--- config.mk ---
export PLATFORM = sky130hd
export DESIGN_NAME = keypad_scan_fifo
export DESIGN_NICKNAME = d
export VERILOG_FILES = /design/src/rtl/keypad_scan_fifo.sv
export SDC_FILE = /design/constraint.sdc
export NUM_CORES = 1
export LEC_CHECK = 0
export ABC_AREA = 1
export BUFFER_PORTS_ARGS = -buffer_cell sky130_fd_sc_hd__buf_2
export CORE_MARGIN = 3
export CORE_UTILIZATION = 48
export CTS_CLUSTER_DIAMETER = 30
export DETAILED_ROUTE_END_ITERATION = 10
export HOLD_SLACK_MARGIN = 0.08
export PLACE_DENSITY = 0.7
export SETUP_SLACK_MARGIN = 0.4
export SLEW_MARGIN = 20
export SYNTH_ARGS = -nofsm -noshare
export SYNTH_HDL_FRONTEND = slang
export SYNTH_SLANG_ARGS = --single-unit
--- constraint.sdc ---
create_clock -name clk -period 4.4 [get_ports clk]
set_input_delay 0.66 -clock clk [delete_from_list [all_inputs] [get_ports clk]]
set_output_delay 0.66 -clock clk [all_outputs]
set_load 0.1 [all_outputs]
--- src/rtl/keypad_scan_fifo.sv ---
//============================================================================
// Module  : keypad_scan_fifo
// Brief   : Column-scanned keypad matrix with per-key debounce and an event FIFO
// Revision: 1.0 - initial release
//============================================================================
`default_nettype none

module keypad_scan_fifo #(
  parameter int ROWS           = 4,
  parameter int COLS           = 4,
  parameter int SCAN_DIV       = 16,
  parameter int DEBOUNCE       = 3,
  parameter int DEPTH          = 8,
  parameter int REPORT_RELEASE = 0,
  localparam int CW = (ROWS * COLS > 1) ? $clog2(ROWS * COLS) : 1
) (
  input  logic            clk,
  input  logic            rst,
  output logic [COLS-1:0] col,
  input  logic [ROWS-1:0] fila,
  output logic            ev_valid,
  input  logic            ev_ready,
  output logic [CW-1:0]   ev_code,
  output logic            ev_release,
  output logic            key_down,
  output logic            overflow,
  input  logic            ovf_clr
);

  localparam int c_col_w   = (COLS > 1) ? $clog2(COLS) : 1;
  localparam int c_row_w   = (ROWS > 1) ? $clog2(ROWS) : 1;
  localparam int c_dwell_w = $clog2(SCAN_DIV);
  localparam int c_db_w    = $clog2(DEBOUNCE + 1);
  localparam int c_addr_w  = $clog2(DEPTH);
  localparam logic [COLS-1:0]   c_col_one = COLS'(1);
  localparam logic [c_addr_w:0] c_depth   = (c_addr_w + 1)'(DEPTH);

  // ---------------- column scan ----------------
  logic                 r_started;
  logic [c_col_w-1:0]   r_col_idx;
  logic [c_col_w-1:0]   w_col_next;
  logic [c_dwell_w-1:0] r_dwell;
  logic [COLS-1:0]      r_col;
  logic                 w_sample;

  assign w_sample   = r_started && (r_dwell == c_dwell_w'(SCAN_DIV - 1));
  assign w_col_next = (r_col_idx == c_col_w'(COLS - 1)) ? '0 : r_col_idx + c_col_w'(1);

  always_ff @(posedge clk or posedge rst) begin
    if (rst) begin
      r_started <= 1'b0;
      r_col_idx <= '0;
      r_dwell   <= '0;
      r_col     <= '1;
    end else if (!r_started) begin
      // First clock out of reset only starts driving column 0; dwell stays at 0.
      r_started <= 1'b1;
      r_col     <= ~c_col_one;
    end else if (w_sample) begin
      r_dwell   <= '0;
      r_col_idx <= w_col_next;
      r_col     <= ~(c_col_one << w_col_next);
    end else begin
      r_dwell <= r_dwell + c_dwell_w'(1);
    end
  end

  assign col = r_col;

  // ---------------- per-key debounce ----------------
  logic              r_stable [ROWS][COLS];
  logic [c_db_w-1:0] r_cnt    [ROWS][COLS];
  logic [ROWS-1:0]   w_cur_stable;
  logic [ROWS-1:0]   w_differs;
  logic [ROWS-1:0]   w_done;
  logic [ROWS-1:0]   w_evt;
  logic              w_any_down;

  always_comb begin
    w_cur_stable = '0;
    w_differs    = '0;
    w_done       = '0;
    w_evt        = '0;
    for (int r = 0; r < ROWS; r++) begin
      w_cur_stable[r] = r_stable[r][r_col_idx];
      w_differs[r]    = (~fila[r]) != w_cur_stable[r];
      w_done[r]       = w_differs[r] && (r_cnt[r][r_col_idx] == c_db_w'(DEBOUNCE - 1));
      w_evt[r]        = w_sample && w_done[r] && (!w_cur_stable[r] || (REPORT_RELEASE != 0));
    end
  end

  always_ff @(posedge clk or posedge rst) begin
    if (rst) begin
      for (int r = 0; r < ROWS; r++) begin
        for (int c = 0; c < COLS; c++) begin
          r_stable[r][c] <= 1'b0;
          r_cnt[r][c]    <= '0;
        end
      end
    end else if (w_sample) begin
      for (int r = 0; r < ROWS; r++) begin
        if (w_done[r]) begin
          r_stable[r][r_col_idx] <= ~w_cur_stable[r];
          r_cnt[r][r_col_idx]    <= '0;
        end else if (w_differs[r]) begin
          r_cnt[r][r_col_idx] <= r_cnt[r][r_col_idx] + c_db_w'(1);
        end else begin
          r_cnt[r][r_col_idx] <= '0;
        end
      end
    end
  end

  always_comb begin
    w_any_down = 1'b0;
    for (int r = 0; r < ROWS; r++) begin
      for (int c = 0; c < COLS; c++) begin
        w_any_down = w_any_down | r_stable[r][c];
      end
    end
  end

  // ---------------- event serialiser ----------------
  logic [ROWS-1:0]    r_pend;
  logic [ROWS-1:0]    r_pend_rel;
  logic [c_col_w-1:0] r_pend_col;
  logic [c_row_w-1:0] w_sel_row;
  logic               w_sel_rel;
  logic               w_push;
  logic [CW-1:0]      w_push_code;

  // Lowest pending row is emitted first, giving ascending row order.
  always_comb begin
    w_sel_row = '0;
    for (int r = ROWS - 1; r >= 0; r--) begin
      if (r_pend[r]) w_sel_row = c_row_w'(r);
    end
  end

  assign w_push      = |r_pend;
  assign w_sel_rel   = r_pend_rel[w_sel_row];
  assign w_push_code = CW'(int'(w_sel_row) * COLS + int'(r_pend_col));

  always_ff @(posedge clk or posedge rst) begin
    if (rst) begin
      r_pend     <= '0;
      r_pend_rel <= '0;
      r_pend_col <= '0;
    end else if (w_sample) begin
      r_pend     <= w_evt;
      r_pend_rel <= w_cur_stable;
      r_pend_col <= r_col_idx;
    end else if (w_push) begin
      r_pend <= r_pend & (r_pend - ROWS'(1));
    end
  end

  // ---------------- first-word-fall-through FIFO ----------------
  logic [CW:0]         r_mem [DEPTH];
  logic [c_addr_w-1:0] r_wr_ptr;
  logic [c_addr_w-1:0] r_rd_ptr;
  logic [c_addr_w:0]   r_count;
  logic                r_ovf;
  logic                r_key_down;
  logic                w_full;
  logic                w_pop;
  logic                w_wr;
  logic                w_drop;

  assign w_full = (r_count == c_depth);
  assign w_pop  = (r_count != '0) && ev_ready;
  assign w_wr   = w_push && (!w_full || w_pop);
  assign w_drop = w_push && w_full && !w_pop;

  always_ff @(posedge clk) begin
    if (w_wr) r_mem[r_wr_ptr] <= {w_sel_rel, w_push_code};
  end

  always_ff @(posedge clk or posedge rst) begin
    if (rst) begin
      r_wr_ptr   <= '0;
      r_rd_ptr   <= '0;
      r_count    <= '0;
      r_ovf      <= 1'b0;
      r_key_down <= 1'b0;
    end else begin
      if (w_wr)  r_wr_ptr <= r_wr_ptr + c_addr_w'(1);
      if (w_pop) r_rd_ptr <= r_rd_ptr + c_addr_w'(1);
      case ({w_wr, w_pop})
        2'b10:   r_count <= r_count + (c_addr_w + 1)'(1);
        2'b01:   r_count <= r_count - (c_addr_w + 1)'(1);
        default: r_count <= r_count;
      endcase
      // A drop in the same cycle as a clear keeps the flag set.
      if (w_drop)       r_ovf <= 1'b1;
      else if (ovf_clr) r_ovf <= 1'b0;
      r_key_down <= w_any_down;
    end
  end

  assign ev_valid   = (r_count != '0);
  assign ev_code    = ev_valid ? r_mem[r_rd_ptr][CW-1:0] : '0;
  assign ev_release = ev_valid ? r_mem[r_rd_ptr][CW] : 1'b0;
  assign key_down   = r_key_down;
  assign overflow   = r_ovf;

endmodule

`default_nettype wire

==> impl_metrics.csv, run 1 <==
group,metric,value,unit
die,fp.dieW,117,µm
layout,n_fill_cell,1008,
timing,setup_tns,0,ns
layout,layout_commonest_cell,"nand2_1",
place,place_congestion,0.876,
clock_network,htreeDepth,4,
drt,drtIter0Drc,491,
setup_path,end_kind,"output port",
global_route,grt_max_degree,49,
clock_network,clkSinkCount,121,
clock_network,postCtsSetupBuffers,0,
layout,n_antenna_cell,0,
global_route,grt_use_total,0.211,
yosys,synth_area,5940,µm²
global_route,grt_pass1_wl,22200,µm
status,outcome,"completed",
clock_network,clock_path_buffers,2,
setup_path,cp.required,3.74,ns
die,core,11800,µm²
setup_path,path_common_cell,"nor2_1",
setup_path,r2r_setup_slack,1.37,ns
layout,nets,695,
yosys,synth-seq-cells,121,
drt,first_pass_iters,6,
setup_path,reg2reg_depth,9,
timing,rsz0062_at_grt,"no",
die,start_util,0.505,
clock_network,cts_resized,0,
setup_path,worst_setup_path_start_kind,"flop",
die,die-height,117,µm
setup_path,path_max_fanout,22,
setup_path,r2r_start,"r_col_idx[0]$_DFFE_PP0P_",
layout,utilization,0.575,
clock_network,numCtsBuffers,17,
layout,drive_gt1_frac,0.130,
timing,fin_crit,3.29,ns
layout,area_growth_syn_to_layout,13.9,%
clock_network,cts_hold_buf,0,
yosys,syn_nets,678,
layout,most-common-layout-cells,"nand2_1, dfrtp_1, nor2_1",
setup_path,timing.rr.end,"r_stable[11]$_DFFE_PP0P_",
timing,finalHoldViolCount,0,
drt,drc,0,
global_route,grt_pass1_vias,4557,
timing,slew_headroom,0.307,
yosys,synth_area_per_cell,9.09,µm²
clock_network,cts-root-buf,"clkbuf_16",
yosys,synthCells,653,
layout,multiInputGateArea,2370,µm²
power_and_ir_drop,max-vdd-ir-drop,0.356,mV
clock_network,path_clk_slew,0.06,ns
drt,vias_per_cell,5.53,
global_route,antenna_found_initial,0,
timing,drv_slew,0,
die,rows,39,
setup_path,cpPeakStageDelay,0.62,ns
place,io_buffers,19,
clock_network,clk_latency,0.41,ns
setup_path,crit_arrival,2.63,ns
setup_path,path_cells,"inv_1, nor2_1, o32ai_1, nor2_1, nor2_1, buf_2",
job,cap_violations,0,
drt,vias,4681,
yosys,synth_cell_types,40,
clock_network,cts_tree,"done",
die,dieArea,13700,µm²
drt,drt_wl_total,13400,µm
timing,worst_pin_slew,1.04,ns
place,hpwl,8780,µm
setup_path,path_class,"flop to output port",
setup_path,crit_slowest_cell,"dfrtp_1",
timing,fmax,0.304,GHz
timing,finalCritPeriodShare,0.749,
layout,seqCellArea,3230,µm²
drt,wl_per_cell,15.8,µm
yosys,ys_warn_count,0,
power_and_ir_drop,leakagePower,3.02,nW
power_and_ir_drop,power.density,732,nW/µm²
timing,setup_viol,0,
die,ioPinCount,20,
yosys,yosysSeqAreaShare,0.545,
timing,skew,0.00684,ns
worst_hold_path,hold_class,"primary input to async pin",
drt,antenna_left,0,
global_route,overflow,0,
## kinds of logic after synthesis
kind of cell	synth area share
AND/OR/NAND/NOR	0.274
flip-flops	0.545
AO/OA/AOI/OAI	0.0731
buffers and inverters	0.0556
adder cells (fa/ha/maj)	0.0371
XOR/XNOR	0.0143
other	0.000632
## per-layer routing
metal	GRT usage	vias up	wire, µm
met5	0	-	0
met4	0.0810	0	228
met3	0.0545	26	763
met2	0.339	164	6450
met1	0.276	2255	5920
li1	-	2236	-
## how the worst max path moves through the flow
stage | start | to | slack, ns | cells past startpoint
CTS | r_rd_ptr[0]$_DFFE_PP0N_ | ev_release | 1.12 | 6
detailed placement | r_col_idx[0]$_DFFE_PP0P_ | r_stable[11]$_DFFE_PP0P_ | 1.49 | 9
floorplan | r_count[0]$_DFFE_PP0P_ | ev_code[0] | 1.40 | 4
global route | r_rd_ptr[0]$_DFFE_PP0N_ | ev_release | 0.88 | 6
global placement | r_rd_ptr[0]$_DFFE_PP0N_ | ev_release | 1.59 | 6
finish | r_rd_ptr[0]$_DFFE_PP0N_ | ev_release | 1.11 | 6
## Yosys cell counts
library cell | instances | share of area
a21oi_1 | 7 | 0.0059
a21oi_2 | 2 | 0.0030
a32oi_1 | 1 | 0.0015
and2_4 | 2 | 0.0030
buf_2 | 5 | 0.0042
buf_4 | 4 | 0.0051
buf_6 | 5 | 0.0095
clkbuf_1 | 9 | 0.0057
clkinv_1 | 2 | 0.0013
conb_1 | 1 | 0.00063
dfrtp_1 | 77 | 0.32
dfstp_2 | 4 | 0.018
edfxtp_1 | 40 | 0.20
fa_1 | 1 | 0.0034
ha_1 | 16 | 0.034
inv_1 | 38 | 0.024
inv_2 | 6 | 0.0038
inv_4 | 2 | 0.0021
nand2_1 | 180 | 0.11
nand2_2 | 6 | 0.0063
nand2_4 | 3 | 0.0057
nand3_1 | 33 | 0.028
nand3_2 | 7 | 0.012
nand4_1 | 42 | 0.044
nor2_1 | 75 | 0.047
nor2_2 | 1 | 0.0011
nor2_4 | 2 | 0.0038
nor2_8 | 1 | 0.0034
nor3_1 | 1 | 0.00084
nor4_1 | 4 | 0.0042
o21ai_0 | 52 | 0.044
o21ai_1 | 1 | 0.00084
o22a_1 | 2 | 0.0030
o22ai_1 | 5 | 0.0053
o31ai_1 | 2 | 0.0025
o32ai_1 | 5 | 0.0074
or2_2 | 1 | 0.0011
xnor2_1 | 1 | 0.0015
xor2_1 | 5 | 0.0074
xor2_2 | 2 | 0.0055
## sequential cells by signal (all words and copies together), names as in the netlist, 2 cells and up
signal / flops
r_mem: 40
r_cnt: 32
r_stable: 16
col: 4
r_count: 4
r_dwell: 4
r_pend: 4
r_pend_rel: 4
r_rd_ptr: 3
r_wr_ptr: 3
r_col_idx: 2
r_pend_col: 2
## critical path: cells and delay by family (launching register included)
family                 cells  cell delay (ns)
AO/OA/AOI/OAI              1             0.32
buffers and inverters      2             1.01
flip-flops                 1             0.62
AND/OR/NAND/NOR            3             0.28
## final cells by class
type / count / share of cell area
Multi-Input combinational cell: 461 / 0.351
Timing Repair Buffer: 21 / 0.0163
Clock buffer: 17 / 0.0629
Inverter: 48 / 0.0276
Clock inverter: 15 / 0.0340
Tap cell: 164 / 0.0303
Sequential cell: 121 / 0.478
## metrics by stage
step	power [W]	worst slack [ns]	area, µm²	hold slack (ns)	instances
after CTS	0.00495	1.12	6760	0.409	847
after global placement	0.00334	1.59	6110	0.458	815
after detailed placement	0.00340	1.49	6110	0.461	815
final	0.00495	1.11	6760	0.383	847
after global routing	0.00525	0.882	6760	0.430	847
after floorplan	0.00309	1.40	5940	0.444	653
## where the power goes
part | leakage (nW) | internal (W) | switching, W
combinational | 1.39 | 0.000473 | 0.00135
sequential | 1.32 | 0.00136 | 0.000226
clock | 0.317 | 0.00105 | 0.000492
(Power assumes the default switching activity.)
==> run 2, diff against run 1 <==
==> constraint.sdc (replaced) <==
create_clock -name clk -period 3.05 [get_ports clk]
set_input_delay 0.4575 -clock clk [delete_from_list [all_inputs] [get_ports clk]]
set_output_delay 0.4575 -clock clk [all_outputs]
set_load 0.1 [all_outputs]
==> run 2 against run 1 <==
Sequential share of layout area about the same. Core utilization up 0.074 points. Register-to-register slack worse by 0.64 ns. Clock skew about the same. First-iteration DRC count down 2.4%. Via count up 2.3%. Sequential power up 41%. Final cell count up 1.3%. Die area unchanged. Critical endpoint unchanged. Highest routed layer unchanged.
==> impl_metrics.csv, run 2 (same netlist as run 1, synthesis figures left out) <==
group,metric,value,unit
status,outcome,"completed",
global_route,grtUsageMet1,0.284,
setup_path,timing.rr.end,"r_count[3]$_DFFE_PP0P_",
layout,largest_reg_flops,40,
setup_path,cpPeakStageDelay,0.57,ns
clock_network,clkSinkCount,121,
place,placed_area,6170,µm²
global_route,grt_pass1_wl,23100,µm
global_route,grt_pass1_vias,4712,
timing,fin_crit,2.56,ns
global_route,grt_max_degree,45,
clock_network,htreeDepth,4,
setup_path,crit_arrival,2.10,ns
global_route,grt_use_met3,0.0442,
setup_path,worst_setup_path_start_kind,"flop",
drt,drt_wl_total,14000,µm
clock_network,clk_latency,0.42,ns
drt,vias,4789,
timing,worst_pin_slew,0.782,ns
drt,antenna_left,0,
global_route,busiest_layer,"met2",
layout,area_growth_syn_to_layout,14.1,%
timing,fin_ws,0.490,ns
timing,setup_viol,0,
timing,drv_slew,0,
clock_network,cts-root-buf,"clkbuf_16",
drt,drc,0,
setup_path,path_class,"flop to output port",
clock_network,path_clk_slew,0.06,ns
worst_hold_path,hold_class,"primary input to async pin",
power_and_ir_drop,leakagePower,3.00,nW
layout,layout_commonest_cell,"nand2_1",
layout,n_fill_cell,1017,
power_and_ir_drop,max-vdd-ir-drop,0.585,mV
timing,setup_tns,0,ns
timing,finalHoldViolCount,0,
global_route,antenna_found_initial,0,
timing,rsz0062_at_grt,"no",
timing,fmax,0.391,GHz
setup_path,path_cells,"clkinvlp_4, buf_4, nor2_1, o21ai_0, o21ai_0, nor2_2, buf_2",
setup_path,end_kind,"output port",
clock_network,numCtsBuffers,17,
place,dp_slack,0.489,ns
timing,slew_headroom,0.478,
global_route,grt_use_total,0.217,
setup_path,r2r_start,"r_count[0]$_DFFE_PP0P_",
die,core,11800,µm²
place,io_buffers,19,
drt,wl_per_cell,16.3,µm
setup_path,path_common_cell,"o21ai_0",
layout,n_antenna_cell,0,
layout,largest-register,"r_mem",
setup_path,reg2reg_depth,15,
die,ioPinCount,20,
drt,vias_per_cell,5.58,
die,rows,39,
setup_path,path_max_fanout,13,
timing,skew,0.00716,ns
drt,first_pass_iters,5,
global_route,overflow,0,
timing,finalCritPeriodShare,0.839,
setup_path,cp.required,2.59,ns
clock_network,cts_hold_buf,0,
clock_network,cts_tree,"done",
power_and_ir_drop,power.density,1030,nW/µm²
layout,drive_gt1_frac,0.153,
place,hpwl,9000,µm
layout,utilization,0.576,
global_route,grt_util_met2,0.350,
layout,nets,706,
die,dieArea,13700,µm²
job,cap_violations,0,
die,fp.dieW,117,µm
die,start_util,0.505,
setup_path,crit_slowest_cell,"dfrtp_4",
die,die-height,117,µm
setup_path,r2r_setup_slack,0.73,ns
layout,design_area,6770,µm²
drt,drtIter0Drc,479,
place,place_congestion,0.883,
layout,reg_top3,"r_mem: 40 flops, r_cnt: 32 flops, r_stable: 16 flops",
clock_network,clock_path_buffers,2,
layout,most-common-layout-cells,"nand2_1, dfrtp_1, nor2_1",
==> run 2: cell types whose count changed in the layout (fill, tap and decap cells not counted), sizes merged <==
| cell | previous run | this run |
|---|---|---|
| clkinvlp | 1 | 7 |
| clkbuf | 17 | 24 |
| buf | 21 | 26 |
| clkinv | 11 | 9 |
| bufinv | 6 | 1 |
==> run 2: power breakdown <==
group | internal [W] | switching [W]
registers | 0.00197 | 0.000268
logic | 0.000789 | 0.00209
clock network | 0.00111 | 0.000717
==> run 2: what timing repair did <==
action	in CTS	in global routing
setup buffers	0	5
gates cloned	1	0
endpoints found under the setup margin	5	5
gates resized for setup	5	4
==> run 2: through the flow <==
step	std cells	total power, W	hold slack, ns
detailed placement	820	0.00498	0.461
global placement	820	0.00489	0.458
finish	858	0.00694	0.163
floorplan	653	0.00448	0.444
CTS	853	0.00686	0.186
global route	858	0.00738	0.225
==> run 2: cell type report <==
class / instances / area, µm² / area share
multi-input cells: 461 / 2380 / 0.352
well taps: 164 / 205 / 0.0303
clock buffers: 19 / 433 / 0.0639
inverters: 48 / 190 / 0.0281
flip-flops and latches: 121 / 3240 / 0.478
clock inverters: 13 / 105 / 0.0155
repair buffers: 31 / 208 / 0.0307
repair inverters: 1 / 7.51 / 0.00111
==> run 2: worst max path at each step <==
| stage | from | to | slack, ns |
|---|---|---|---|
| floorplan | r_count[0]$_DFFE_PP0P_ | r_count[3]$_DFFE_PP0P_ | 0.49 |
| global placement | r_rd_ptr[0]$_DFFE_PP0N_ | ev_code[2] | 0.66 |
| detailed placement | r_rd_ptr[0]$_DFFE_PP0N_ | ev_code[0] | 0.49 |
| CTS | r_rd_ptr[0]$_DFFE_PP0N_ | ev_code[0] | 0.44 |
| global route | r_rd_ptr[0]$_DFFE_PP0N_ | ev_release | 0.40 |
| finish | r_rd_ptr[0]$_DFFE_PP0N_ | ev_release | 0.49 |
==> run 2: layer usage <==
layer  part of all wire  up-vias
li1                   -     2248
met2               0.48      194
met5                  0        -
met1               0.43     2319
met3              0.058       28
met4              0.023        0
==> run 2: critical path, delay by kind of cell, from the launching register on <==
family | cells | cell delay (ns)
buffers and inverters | 3 | 0.73
AND/OR/NAND/NOR | 2 | 0.14
flip-flops | 1 | 0.57
AO/OA/AOI/OAI | 2 | 0.24
==> run 3, diff against run 2 <==
==> constraint.sdc (replaced) <==
create_clock -name clk -period 2.4 [get_ports clk]
set_input_delay 0.36 -clock clk [delete_from_list [all_inputs] [get_ports clk]]
set_output_delay 0.36 -clock clk [all_outputs]
set_load 0.1 [all_outputs]
==> run 3 against run 2 <==
Core utilization grew 6.0 points. Sequential power grew 25%. Hold slack lost 0.027 ns. Clock skew grew 0.0062 ns. Clock power grew 48%. Largest cell class unchanged.
==> impl_metrics.csv, run 3 (same netlist as run 1, synthesis figures left out) <==
group,metric,value,unit
die,die-height,117,µm
power_and_ir_drop,leakagePower,3.29,nW
power_and_ir_drop,netSwitchingPower,0.00442,W
drt,antenna_left,0,
layout,area_growth_syn_to_layout,26.1,%
power_and_ir_drop,swShare,0.421,
timing,worst_pin_slew,0.604,ns
place,dp_slack,0.246,ns
die,ioPinCount,20,
power_and_ir_drop,power.sequential.fraction,0.267,
drt,vias,4979,
timing,slew_headroom,0.597,
timing,fin_ws,0.0867,ns
layout,most-common-layout-cells,"nand2_1, dfrtp_1, nor2_1",
power_and_ir_drop,internal_power,0.00606,W
global_route,grt_pass1_wl,23400,µm
drt,first_pass_iters,5,
setup_path,path_class,"flop to output port",
clock_network,cts-root-buf,"clkbuf_16",
layout,layout_commonest_cell,"nand2_1",
global_route,overflow,0,
power_and_ir_drop,power.density,1400,nW/µm²
setup_path,crit_arrival,1.95,ns
timing,fmax,0.432,GHz
timing,drv_slew,0,
clock_network,clock_path_buffers,2,
drt,drt_wl_total,15100,µm
power_and_ir_drop,comb_power_share,0.476,
drt,drc,0,
global_route,grt_use_total,0.222,
die,core,11800,µm²
timing,setup_tns,0,ns
clock_network,numCtsBuffers,17,
setup_path,cp.required,2.04,ns
place,place_congestion,0.854,
layout,nets,741,
die,start_util,0.505,
timing,rsz0062_at_grt,"yes",
worst_hold_path,hold_class,"primary input to flop",
layout,n_antenna_cell,0,
timing,fin_crit,2.31,ns
layout,seqCellArea,3240,µm²
power_and_ir_drop,power.share.clock,0.257,
drt,drtIter0Drc,523,
layout,n_fill_cell,928,
setup_path,end_kind,"output port",
layout,drive_gt1_frac,0.247,
place,hpwl,8950,µm
place,io_buffers,19,
clock_network,clkSinkCount,121,
clock_network,htreeDepth,4,
die,fp.dieW,117,µm
timing,skew,0.0134,ns
setup_path,path_max_fanout,10,
die,rows,39,
layout,multiInputGateArea,2610,µm²
layout,largest_reg_flops,40,
clock_network,path_clk_slew,0.05,ns
job,cap_violations,0,
clock_network,cts_tree,"done",
global_route,antenna_found_initial,0,
drt,vias_per_cell,5.58,
layout,largest-register,"r_mem",
die,dieArea,13700,µm²
timing,finalHoldViolCount,0,
setup_path,worst_setup_path_start_kind,"flop",
global_route,grt_pass1_vias,4798,
drt,wl_per_cell,16.9,µm
status,outcome,"completed",
global_route,grt_max_degree,54,
timing,setup_viol,0,
clock_network,clk_latency,0.42,ns
timing,finalCritPeriodShare,0.964,
layout,reg_top3,"r_mem: 40 flops, r_cnt: 32 flops, r_stable: 16 flops",
power_and_ir_drop,max-vdd-ir-drop,0.887,mV
## run 3: changes by cell type in the layout (fill, tap and decap cells not counted), sizes merged
cell	change
buf	+37
clkbuf	-5
clkinv	-4
bufinv	+3
inv	+2
dlygate4sd3	+1
nor2	+1
## run 3: critical path, cell delays in order (launching register included)
cell	delay, ns
dfrtp_1	0.41
inv_2	0.09
buf_4	0.15
clkbuf_16	0.16
nor2_1	0.12
o32ai_1	0.12
nor2_1	0.26
nor2_4	0.07
buf_12	0.17
## run 3: layer usage
layer  up-vias  track usage  part of all wire
met5         -            0                 0
li1       2321            -                 -
met3        34       0.0602             0.072
met2       230        0.363              0.51
met1      2394        0.279              0.39
met4         0       0.0940             0.024
## run 3: worst paths after layout
check | startpoint | endpoint | slack, ns | cells after the start
max | r_rd_ptr[0]$_DFFE_PP0N_ | ev_release | 0.09 | 8
max reg2reg | r_count[2]$_DFFE_PP0P_ | r_mem[1][2]$_DFFE_PP_ | 0.44 | 7
max in group asynchronous | rst | col[3]$_DFFE_PP1P_ | 1.38 | 4
min reg2reg | r_cnt[13]$_DFFE_PP0P_ | r_cnt[13]$_DFFE_PP0P_ | 0.48 | 2
min in group asynchronous | rst | r_count[1]$_DFFE_PP0P_ | 0.44 | 3
min | ovf_clr | overflow$_DFFE_PP0P_ | 0.14 | 2
## run 3: what timing repair did
action | CTS | global route
setup endpoints to repair | 12 | 63
endpoints found under the hold margin | 9 | 0
pin swaps | 0 | 29
hold buffers | 1 | 0
gates cloned | 0 | 2
gates resized for setup | 34 | 55
buffers inserted | 2 | 26
## run 3: area by class of cell
cell class | count | area share
Timing Repair Buffer | 66 | 0.0798
Tap cell | 164 | 0.0274
Inverter | 48 | 0.0278
Clock buffer | 17 | 0.0569
Clock inverter | 15 | 0.0269
Multi-Input combinational cell | 462 | 0.348
Sequential cell | 121 | 0.433
## run 3: power groups by stage
stage | Clock [W] | Combinational (W) | Sequential (W)
finish | 0.00269 | 0.00499 | 0.00280
global route | 0.00283 | 0.00539 | 0.00285
CTS | 0.00271 | 0.00418 | 0.00278
detailed placement | 0 | 0.00372 | 0.00283
global placement | 0 | 0.00360 | 0.00282
floorplan | 0 | 0.00299 | 0.00281
## run 3: metrics by stage
stage | total power [W] | area, µm² | hold slack, ns | cells | utilization
final | 0.0105 | 7480 | 0.136 | 893 | 0.636
after global routing | 0.0111 | 7480 | 0.116 | 893 | 0.636
after global placement | 0.00642 | 6320 | 0.326 | 830 | 0.538
after floorplan | 0.00580 | 6010 | 0.444 | 653 | -
after CTS | 0.00967 | 7090 | 0.119 | 865 | 0.603
after detailed placement | 0.00655 | 6320 | 0.329 | 830 | 0.538
